[src/rtl/i2s_tx_module.sv]
// I2S transmitter: stereo pairs in via valid/ready, sent MSB-first one bck after each lrck edge.
// Latency: a pair accepted before a frame start is sent in that frame. ready_o is low while the pair waits.
module i2s_tx_module #(
  parameter int FRAME_RES = 32,
  parameter int DATA_RES  = 24,
  parameter int BCK_DIV   = 4
) (
  input  logic                clk_i,
  input  logic                rst_i,
  input  logic [DATA_RES-1:0] left_i,
  input  logic [DATA_RES-1:0] right_i,
  input  logic                valid_i,
  output logic                ready_o,
  output logic                bck_o,
  output logic                lrck_o,
  output logic                dat_o,
  output logic                underrun_o
);

  localparam int DW = $clog2(BCK_DIV);
  localparam int BW = $clog2(FRAME_RES);
  localparam logic [DW-1:0] DIV_LAST = DW'(BCK_DIV - 1);
  localparam logic [DW-1:0] DIV_HALF = DW'(BCK_DIV / 2);
  localparam logic [BW-1:0] BIT_LAST = BW'(FRAME_RES - 1);

  typedef enum logic {SLOT_LEFT = 1'b0, SLOT_RIGHT = 1'b1} slot_e;

  slot_e               slot_q, slot_d;
  logic [BW-1:0]       bit_q, bit_d;
  logic [DW-1:0]       div_q, div_d;
  logic                boundary, frame_start, accept;
  logic                pend_full_q, pend_full_d;
  logic [DATA_RES-1:0] pend_l_q, pend_r_q;
  logic [DATA_RES-1:0] work_l_q, work_r_q, work_l_d, work_r_d;
  logic [DATA_RES-1:0] word_sel;
  logic                dat_d;

  assign boundary    = (div_q == DIV_LAST);
  assign div_d       = boundary ? '0 : div_q + DW'(1);
  assign frame_start = boundary && (slot_q == SLOT_RIGHT) && (bit_q == BIT_LAST);
  assign accept      = valid_i && ready_o;

  always_ff @(posedge clk_i or posedge rst_i) begin
    if (rst_i) begin
      slot_q <= SLOT_RIGHT;
      bit_q  <= BIT_LAST;
    end else begin
      slot_q <= slot_d;
      bit_q  <= bit_d;
    end
  end

  always_comb begin
    slot_d      = slot_q;
    bit_d       = bit_q;
    work_l_d    = work_l_q;
    work_r_d    = work_r_q;
    pend_full_d = pend_full_q;
    if (boundary) begin
      if (bit_q == BIT_LAST) begin
        bit_d  = '0;
        slot_d = (slot_q == SLOT_LEFT) ? SLOT_RIGHT : SLOT_LEFT;
      end else begin
        bit_d = bit_q + BW'(1);
      end
    end
    // An empty pending slot at frame start sends a silent frame.
    if (frame_start) begin
      pend_full_d = 1'b0;
      work_l_d    = pend_full_q ? pend_l_q : '0;
      work_r_d    = pend_full_q ? pend_r_q : '0;
    end
    if (accept) pend_full_d = 1'b1;
    word_sel = (slot_d == SLOT_LEFT) ? work_l_d : work_r_d;
    dat_d    = 1'b0;
    for (int i = 0; i < DATA_RES; i++) begin
      if (int'(bit_d) == DATA_RES - i) dat_d = word_sel[i];
    end
  end

  always_ff @(posedge clk_i or posedge rst_i) begin
    if (rst_i) begin
      div_q       <= '0;
      pend_full_q <= 1'b0;
      pend_l_q    <= '0;
      pend_r_q    <= '0;
      work_l_q    <= '0;
      work_r_q    <= '0;
      ready_o     <= 1'b1;
      bck_o       <= 1'b0;
      lrck_o      <= 1'b1;
      dat_o       <= 1'b0;
      underrun_o  <= 1'b0;
    end else begin
      div_q       <= div_d;
      pend_full_q <= pend_full_d;
      work_l_q    <= work_l_d;
      work_r_q    <= work_r_d;
      ready_o     <= ~pend_full_d;
      bck_o       <= (div_d >= DIV_HALF);
      underrun_o  <= frame_start & ~pend_full_q;
      if (accept) begin
        pend_l_q <= left_i;
        pend_r_q <= right_i;
      end
      if (boundary) begin
        lrck_o <= (slot_d == SLOT_RIGHT);
        dat_o  <= dat_d;
      end
    end
  end

endmodule

[config.mk]
export PLATFORM = sky130hd
export DESIGN_NAME = i2s_tx_module
export DESIGN_NICKNAME = d
export VERILOG_FILES = /design/src/rtl/i2s_tx_module.sv
export SDC_FILE = /design/constraint.sdc
export NUM_CORES = 1
export LEC_CHECK = 0
export CORE_UTILIZATION = 45
export CTS_CLUSTER_DIAMETER = 100
export CTS_CLUSTER_SIZE = 28
export DETAILED_ROUTE_END_ITERATION = 8
export HOLD_SLACK_MARGIN = 0.03
export PLACE_DENSITY_LB_ADDON = 0.05
export SYNTH_ARGS = -nofsm -noshare
export SYNTH_HDL_FRONTEND = slang
export SYNTH_SLANG_ARGS = --single-unit
[constraint.sdc]
create_clock -name clk_i -period 4.9 [get_ports clk_i]
set_clock_uncertainty 0.05 [all_clocks]
set_input_delay 1.47 -clock clk_i [delete_from_list [all_inputs] [get_ports clk_i]]
set_output_delay 1.47 -clock clk_i [all_outputs]
set_load 0.01 [all_outputs]
==> implementation parameters <==
Parameter                              Value

Outcome
  Result of the run    complete, but fails checks
  Violated checks    DRC

Detailed routing
  Number of remaining DRC errors    4
  Wire length per cell    16.69 um
  Vias per cell    5.474
  Detail Route Antenna Nets    0
  Number of design-rule violations left by the first detailed-router iteration    232
  Total wire length    11.75 mm
  Vias    3854
  Detailed Routing Iterations Pass 1    6

Clock network
  # resized after CTS    0
  Root buffer selected by CTS    clkbuf_16
  Clock tree from TritonCTS    done
  Clock sinks    109
  Number of hold buffers added after CTS    0
  Bufs on Longest Clock Path    2
  Worst skew pair latency    0.35 ns
  Count of H-tree levels built during CTS    3
  Clk slew on worst S/H paths    0.07 ns
  Post-CTS Setup Inserts    0
  Clock buffer count from CTS    9

STA
  Smallest setup slack after layout    1.253 ns
  Slew Viols, Final    0
  Final-report hold violation count    0
  Number of failing setup endpoints in the final timing report    0
  Minimum clock period    3.647 ns
  Worst slew margin    25.32%
  Transition time of the tightest slew-check pin    1.116 ns
  Maximum clock frequency    274.2 MHz
  Fin Setup TNS    0 ns
  Final clock period utilization by the worst path    74.43%
  Setup repair after global routing missed its margin    no

Synthesis
  Top cell type's share of synthesized area    47.13%
  Number of unique standard cell types used by synthesis    67
  Prevailing post-synth register cell    dfrtp_1
  Average footprint of a synthesized cell    10.33 um2
  Number of instances in the synthesized netlist    519
  Mapped Nets    573
  Synth area leaders    dfrtp_1 47%, mux2_2 10%, nand2_1 7.6%
  Seq/Total Area, Yosys    51.05%
  Leading area contributor after synthesis    dfrtp_1
  Number of flip-flops and latches in the synthesized netlist    109
  Share of async-settable or async-resettable flops after synthesis    100.0%
  Area of the mapped netlist    5363 um2
  Number of warnings reported in the yosys synthesis log    0
  Number of synthesized flops with an enable pin    0

Pwr
  Total power divided by cell area    265.3 nW/um2
  Proportion of power drawn by the clock network    42.3%
  Total power draw    1.660 mW
  Static Leak    2.774 nW
  Net Sw Power    0.3595 mW
  Internal power    1.301 mW
  Fraction of power consumed by sequential logic    54.2%
  Proportion of total power due to net switching    21.65%
  Highest ir drop seen on vdd    0.2520 mV
  Share of power burned in combinational logic    3.5%

Finish
  Area growth from synthesis to final layout    16.73%
  Fraction of layout instances using a drive strength above 1    17.29%
  Area occupied by multi-input gates    2406 um2
  Fillers    1090
  Core utilization of the finished layout    54.36%
  Most common cell after layout, fill and taps aside    nand2_1
  Commonest cells after routing, fill and taps aside    108 x nand2_1, 101 x dfrtp_1, 55 x clkdlybuf4s50_1, 48 x mux2_2, 48 x o21ai_0
  Sequential cell area    2738 um2
  Non-Filler Cell Area, Final    6260 um2
  Nets    610
  Ant. Diodes    0

Global routing
  Overall fraction of global-route tracks in use    20.84%
  Congestion Overflow GR    0
  Vias in the first global route    3853
  Wire length of the first global-routing pass    20.02 mm
  Pin count of the biggest net entering global routing    64
  Antenna violations before repair    0

Worst hold path
  Worst Hold Depth    1
  Worst hold-check path type    reg2reg

Floorplan
  Top Ports    56
  Height of the chip    111.2 um
  Site row count    39
  DIE AREA    12360 um2
  Initial Utilization    46.57%
  Area of the placeable core    11520 um2
  Die W    111.2 um

Critical path
  Data required time of the worst path    5.15 ns
  Crit path max fanout    57
  Startpoint type of the worst setup path    register
  Endpoint class of the critical path    register
  Arrival time of data at the critical path endpoint    3.90 ns
  Startpoint-to-endpoint class of the critical path    reg2reg
  R2r worst-path depth    10

Placed design
  Half-perimeter wire length after placement    8.295 mm
  Pre-CTS setup slack    1.318 ns
  Post-place instance area    5974 um2
  Final weighted congestion of routability-driven global placement    0.8269
  Quantity of I/O buffers inserted on ports    55

Run
  Count of max-cap constraint violations    0
[per-stage QoR]
stage / hold WS (ns) / instances
6_report: 0.3829 / 704
5_1_grt: 0.4081 / 704
4_1_cts: 0.3859 / 704
3_5_place_dp: 0.3699 / 688
3_3_place_gp: 0.3640 / 688
2_1_floorplan: 0.3507 / 519
[cells in the mapped netlist (3+ instances only)]
master and instances:
clkbuf_1 21, a211oi_1 8, nand2_1 109, and2_1 4, a21oi_1 12, nand2b_1 7, o31ai_1 3, buf_2 6
a31oi_1 9, o21ai_0 48, nand3_1 3, mux2_2 48, nor3_1 5, buf_6 4, ha_1 3, dfstp_2 8
mux2i_1 21, nor2_1 17, inv_1 11, nor2b_1 4, o211ai_1 10, dfrtp_1 101
[worst max-delay path, cell delays in order (launching register included)]
cell	delay (ns)
dfstp_2	0.66
ha_1	0.25
and3_1	0.17
ha_1	0.51
nand3_4	0.60
mux2i_1	0.41
mux2i_1	0.12
a311oi_1	0.32
a31oi_1	0.15
o211ai_1	0.21
a21o_1	0.14
[power by group through the flow]
stage	Clock, mW	Combinational (mW)	Sequential (mW)
after detailed placement	0	0.0608	0.917
after global placement	0	0.0597	0.917
after CTS	0.723	0.0609	0.899
after global routing	0.765	0.0658	0.899
final	0.703	0.0587	0.899
after floorplan	0	0.0134	0.917
[final timing paths]
path                           from          end  slack, ns
setup / recovery           bit_q[0]        dat_o       1.25
hold / removal             div_q[0]     div_q[0]       0.38
setup reg to reg           bit_q[0]        dat_o       1.25
hold reg to reg            div_q[0]     div_q[0]       0.38
max in group asynchronous     rst_i  pend_l_q[3]       2.56
min in group asynchronous     rst_i  pend_r_q[6]       1.49
[routing by layer]
metal / vias to the layer above / share of wire [%] / track usage (%)
li1: 1899 / - / -
met1: 1883 / 48 / 28.82
met2: 56 / 46 / 31.67
met3: 16 / 3.6 / 4.647
met4: 0 / 2.4 / 8.559
met5: - / 0 / 0
[kinds of logic after synthesis]
group,share of synthesized area [%]
simple gates,14.44
compound gates,14.77
buf+inv,4.130
xor+xnor,0.6534
flops,51.05
fa+ha+maj,0.7000
mux,14.26
[cell type report]
class	count	share of cell area, %
sequential	109	43.73
multi-input combinational	363	38.44
timing repair buffer	60	9.594
clock buffer	11	3.878
tap	143	2.858
inverter	13	0.8195
clock inverter	5	0.6796
[state kept, by name, summed over array words and instances (netlist names)]
| register | flops |
|---|---|
| lrck_o | 1 |
| pend_full_q | 1 |
| dat_o | 1 |
| slot_q | 1 |
| work_l_q | 24 |
| underrun_o | 1 |
| bit_q | 5 |
| div_q | 1 |
| pend_l_q | 24 |
| work_r_q | 24 |
| pend_r_q | 24 |
| bck_o | 1 |
| ready_o | 1 |
No activity file was read; power rests on OpenSTA's default activity.
==> RTL edit 1, RTL diff (config.mk and constraints unchanged) <==
Put one more register stage on the output `underrun_o`, with the module's reset. The value now appears one clock later. The other outputs are not delayed to match.
--- a/src/rtl/i2s_tx_module.sv
+++ b/src/rtl/i2s_tx_module.sv
@@ -26,2 +26,4 @@
   typedef enum logic {SLOT_LEFT = 1'b0, SLOT_RIGHT = 1'b1} slot_e;
+
+  logic underrun_s0;
 
@@ -92,3 +94,3 @@
       dat_o       <= 1'b0;
-      underrun_o  <= 1'b0;
+      underrun_s0 <= 1'b0;
     end else begin
@@ -100,3 +102,3 @@
       bck_o       <= (div_d >= DIV_HALF);
-      underrun_o  <= frame_start & ~pend_full_q;
+      underrun_s0 <= frame_start & ~pend_full_q;
       if (accept) begin
@@ -112,2 +114,10 @@
 
+  always_ff @(posedge clk_i or posedge rst_i) begin
+    if (rst_i) begin
+      underrun_o <= '0;
+    end else begin
+      underrun_o <= underrun_s0;
+    end
+  end
+
 endmodule
Check against the original RTL: not equivalent (a bounded check fails within 10 cycles, from zero or initial values and one cycle with rst_i high).
==> RTL edit 1 against the unedited design <==
- the run still ends with design-rule violations left
- cell area rose by 1.0%
- setup slack improved by 0.15 ns
- global-route usage shrank 0.26 points
- power increased by 6.1%
- via count fell by 0.73%
- combinational power rose by 0.9%
- synthesized area grew 0.47%
- sequential cell count is 1 higher
- wire length is 1.6% higher
- final cell count unchanged
- critical path depth stayed put
- sequential power rose by 1%
- highest routed layer unchanged
==> RTL edit 1: results (changes against the unedited design) <==
| Metric | Value |
|---|---|
| Outcome | finished, violations left |
| Failing checks | design-rule violations |
| Cell family with most CP delay | compound AO/OA/AOI/OAI gates |
| Net count reported at finish | 611 (+0.16%) |
| DR vias | 3826 (-0.73%) |
| DP HPWL | 8380 um (+1.0%) |
| Gr usage total | 20.6% (-0.26 points) |
| Leak pwr | 0.00281 uW (+1.3%) |
| Register area share after synthesis | 51.3% (+0.23 points) |
| Wl on met1 | 5840 um (+4.3%) |
| Crit path DAT | 3.70 ns (-0.20 ns) |
| Worst slew margin | 24.9% (-0.39 points) |
| Iter 0 DRT Violations | 178 (-23%) |
| Worst R2R Setup Slack | 1.40 ns (+0.15 ns) |
| Top Layer Used | met4 |
| Global Route met2 Usage | 32.6% (+0.96 points) |
| Maximum level of the CTS H-tree | 3 (unchanged) |
| Wire length on met2 | 5500 um (+1.1%) |
| Synth top cells by count | nand2_1 (109), dfrtp_1 (102), mux2_2 (48), o21ai_0 (48) |
| Clk buf depth | 2 (unchanged) |
| Antenna diodes | 0 (unchanged) |
| Largest net degree at the start of global routing | 67 (+4.7%) |
| DR DRC count | 2 (-2) |
| Met3 wire length | 449 um (+7.2%) |
| Root buffer cell | clkbuf_16 |
| Yosys cell types | 67 (unchanged) |
| Total CTS buffers | 9 (unchanged) |
| Layout cells sized above 1 | 17.1% (-0.18 points) |
| Max incr delay on CP | 0.66 ns (about the same) |
| PortBufs | 55 (unchanged) |
| Worst Hold Class | reg -> reg |
| Sw Ratio | 20.1% (-1.5 points) |
| Clock-pin slew on the worst setup and hold paths | 0.07 ns (about the same) |
| Mapped Nets | 574 (+0.17%) |
| Critical-path top delay cell | dfstp_2 |
| GP Congestion | 0.868 (+5.0%) |
| Async SR Flop Fraction | 100% (unchanged) |
| Postcts setup bufs | 0 (unchanged) |
| Post-Synthesis Cells | 520 (+0.19%) |
| Met3 Usage GRT | 4.52% (-0.13 points) |
| First-pass GRT wire length | 19900 um (-0.75%) |
| Clock latency on the worst-skew pair | 0.35 ns (about the same) |
| Final Total Pwr | 1760 uW (+6.1%) |
| DP Area | 6000 um^2 (+0.42%) |
| Met1 Resource Use GR | 28.4% (-0.41 points) |
| Wirelength per Cell | 17.0 um (+1.6%) |
| YS warnings | 0 (unchanged) |
| Drt first pass iters | 6 (unchanged) |
| Initial antenna violation count | 0 (unchanged) |
| Comb group | 59.2 uW (+0.9%) |
| Top cells by area, synth | dfrtp_1 (47%), mux2_2 (10%), nand2_1 (7.6%) |
| Cts repair resizes | 0 (unchanged) |
| Clock Power | 796 uW (+13%) |
| Crit Path Max Fanout | 22 (-61%) |
| Peak VDD IR | 0.247 mV (-2.2%) |
RTL edit 1: cell types whose count changed after synthesis:
| cell | before | now |
|---|---|---|
| dfrtp_1 | 101 | 102 |
RTL edit 1: path summary, 6_finish.rpt:
| kind | startpoint | end | cells after the start |
|---|---|---|---|
| worst max-delay path | bit_q[0]$_DFF_PP1_ | dat_o$_DFFE_PP0N_ | 10 |
| max in group asynchronous | rst_i | slot_q$_DFF_PP1_ | 3 |
| worst max register to register | bit_q[0]$_DFF_PP1_ | dat_o$_DFFE_PP0N_ | 10 |
| min in group asynchronous | rst_i | pend_r_q[1]$_DFFE_PP0P_ | 2 |
| worst min register to register | underrun_s0$_DFF_PP0_ | underrun_o$_DFF_PP0_ | 0 |
| worst min-delay path | underrun_s0$_DFF_PP0_ | underrun_o$_DFF_PP0_ | 0 |
RTL edit 1: kinds of logic (layout without fill, tap and decap cells):
kind of cell	Yosys count	in the layout	share of synthesized area, %
AOI/OAI and AO/OA	118	118	14.7
adders and majority gates	3	3	0.697
buffers and inverters	47	88	4.11
muxes	70	70	14.2
xor gates and xnor gates	4	4	0.650
DFF	110	110	51.3
and+or+nand+nor	168	168	14.4
RTL edit 1: through the flow:
step / utilization, % / hold WS (ns) / instances / worst slack, ns
2_1_floorplan: - / 0.281 / 520 / 0.491
3_3_place_gp: 51.9 / 0.289 / 689 / 1.52
3_5_place_dp: 51.9 / 0.319 / 689 / 1.42
4_1_cts: 54.7 / 0.335 / 704 / 1.42
5_1_grt: 54.7 / 0.334 / 704 / 1.04
6_report: 54.7 / 0.328 / 704 / 1.40
RTL edit 1: area by class of cell:
cell class,count,area (um^2)
Timing Repair Buffer,60,601
Clock buffer,11,243
Multi-Input combinational cell,363,2410
Sequential cell,110,2760
Clock inverter,4,80.1
Inverter,13,51.3
Fill cell,1067,5240
Tap cell,143,179
==> RTL edit 2, RTL diff (same flow settings) <==
Without the edit above. The parameter `FRAME_RES` goes from 32 to 16.
--- a/src/rtl/i2s_tx_module.sv
+++ b/src/rtl/i2s_tx_module.sv
@@ -3,3 +3,3 @@
 module i2s_tx_module #(
-  parameter int FRAME_RES = 32,
+  parameter int FRAME_RES = 16,
   parameter int DATA_RES  = 24,
Formal check against the unedited RTL: no difference found for any inputs over 10 cycles, from zero or initial values and one cycle with rst_i high; that may be too few to reach the edited logic, so the function may still have changed.
==> RTL edit 2 against the unedited design <==
- power down 29%
- wire length down 45%
- sequential cell count down 37
- core utilization up 1.4 points
- cell area down 36%
- synthesized area down 38%
- hold slack worse by 0.012 ns
- setup slack better by 0.63 ns
- clock power down 23%
- critical endpoint unchanged
- largest cell class unchanged
- highest routed layer unchanged
==> RTL edit 2: results (changes against the unedited design) <==
| Metric | Value |
|---|---|
| Outcome | finished, final reports clean |
| Worst Hold Class | reg -> reg |
| Drt first pass iters | 5 (-1) |
| Clk buf depth | 2 (unchanged) |
| Hold depth | 1 (unchanged) |
| Compound-Gate Fraction of Synth Area | 13.0% (-1.8 points) |
| Post-synthesis adder-cell area fraction | 0.748% (+0.048 points) |
| Clock-pin slew on the worst setup and hold paths | 0.07 ns (about the same) |
| Worst slew margin | 51.7% (+26 points) |
| Initial antenna violation count | 0 (unchanged) |
| DP HPWL | 4350 um (-48%) |
| Register area share after synthesis | 54.1% (+3.0 points) |
| Reg2Reg Depth | 8 (-2) |
| Total CTS buffers | 9 (unchanged) |
| PortBufs | 37 (-33%) |
| Layout cells sized above 1 | 17.9% (+0.60 points) |
| First-pass GRT wire length | 11000 um (-45%) |
| Antenna diodes | 0 (unchanged) |
| Leak pwr | 0.00174 uW (-37%) |
| Mux contribution to synthesized area | 13.5% (-0.72 points) |
| Post-synthesis xor/xnor area fraction | 1.27% (+0.62 points) |
| Synth top cells by count | nand2_1 (94), dfrtp_1 (65), mux2_2 (32) |
| Root buffer cell | clkbuf_8 |
| Clock latency on the worst-skew pair | 0.34 ns |
| Yosys cell types | 45 (-33%) |
| Synth Flop Type | dfrtp_1 |
| Cts repair resizes | 0 (unchanged) |
| Crit path DAT | 3.25 ns (-0.65 ns) |
| YS warnings | 0 (unchanged) |
| GP Congestion | 0.856 (+3.5%) |
| Maximum level of the CTS H-tree | 3 (unchanged) |
| Gr usage total | 18.5% (-2.3 points) |
| Peak VDD IR | 0.125 mV (-50%) |
| DR vias | 2425 (-37%) |
| Largest net degree at the start of global routing | 43 (-33%) |
| Crit Path Max Fanout | 16 (-72%) |
| Mapped Nets | 383 (-33%) |
| Iter 0 DRT Violations | 99 (-57%) |
| Number of global-route vias before repair | 2213 (-43%) |
| Net count reported at finish | 417 (-32%) |
| Top cells by area, synth | dfrtp_1 (49%), mux2_2 (11%), nand2_1 (11%) |
| Async SR Flop Fraction | 100% (unchanged) |
| Wirelength per Cell | 13.7 um (-18%) |
| Pre-CTS setup slack | 1.90 ns (+0.587 ns) |
| Postcts setup bufs | 0 (unchanged) |
## RTL edit 2: path summary, 6_finish.rpt
path,from,end,slack (ns)
max,bck_o$_DFF_PP0_,dat_o$_DFFE_PP0N_,1.88
min,div_q[0]$_DFF_PP0_,div_q[0]$_DFF_PP0_,0.37
max reg2reg,bck_o$_DFF_PP0_,dat_o$_DFFE_PP0N_,1.88
min reg2reg,div_q[0]$_DFF_PP0_,div_q[0]$_DFF_PP0_,0.37
max in group asynchronous,rst_i,ready_o$_DFF_PP1_,2.74
min in group asynchronous,rst_i,dat_o$_DFFE_PP0N_,1.29
## RTL edit 2: worst max-delay path, stage by stage, from the launching register on
cell,delay [ns]
dfrtp_1,0.35
ha_1,0.44
nand4_1,0.68
mux2i_1,0.27
mux2i_1,0.23
o211ai_1,0.14
o32a_1,0.37
a311oi_1,0.26
a21bo_1,0.16
## RTL edit 2: metrics by stage
stage          total power [uW]  hold WS, ns  instances  cell area [um^2]
5_1_grt                    1220        0.377        468              4020
2_1_floorplan               614        0.351        330              3350
3_5_place_dp                645        0.365        452              3790
4_1_cts                    1190        0.375        468              4020
3_3_place_gp                644        0.362        452              3790
6_report                   1170        0.371        468              4020
## RTL edit 2: cell type report
cell class	instances	area, um^2
fillers	680	3190
well taps	99	124
repair buffers	43	415
inverters	9	33.8
clock inverters	2	60.1
multi-input cells	229	1410
clock buffers	14	173
flip-flops and latches	72	1810
## RTL edit 2: power breakdown
part | switching, uW | internal [uW] | total (uW)
clock network | 212 | 329 | 541
registers | 0 | 594 | 594
logic | 14.2 | 23.2 | 37.5
total | 226 | 947 | 1170
## RTL edit 2: routing by layer
layer  GRT usage [%]  part of all wire, %  routed length [um]
met4            6.60                  1.3                  85
met1            26.0                   49                3160
met2            28.3                   46                2960
met5               0                    0                   0
met3            4.20                  3.3                 210
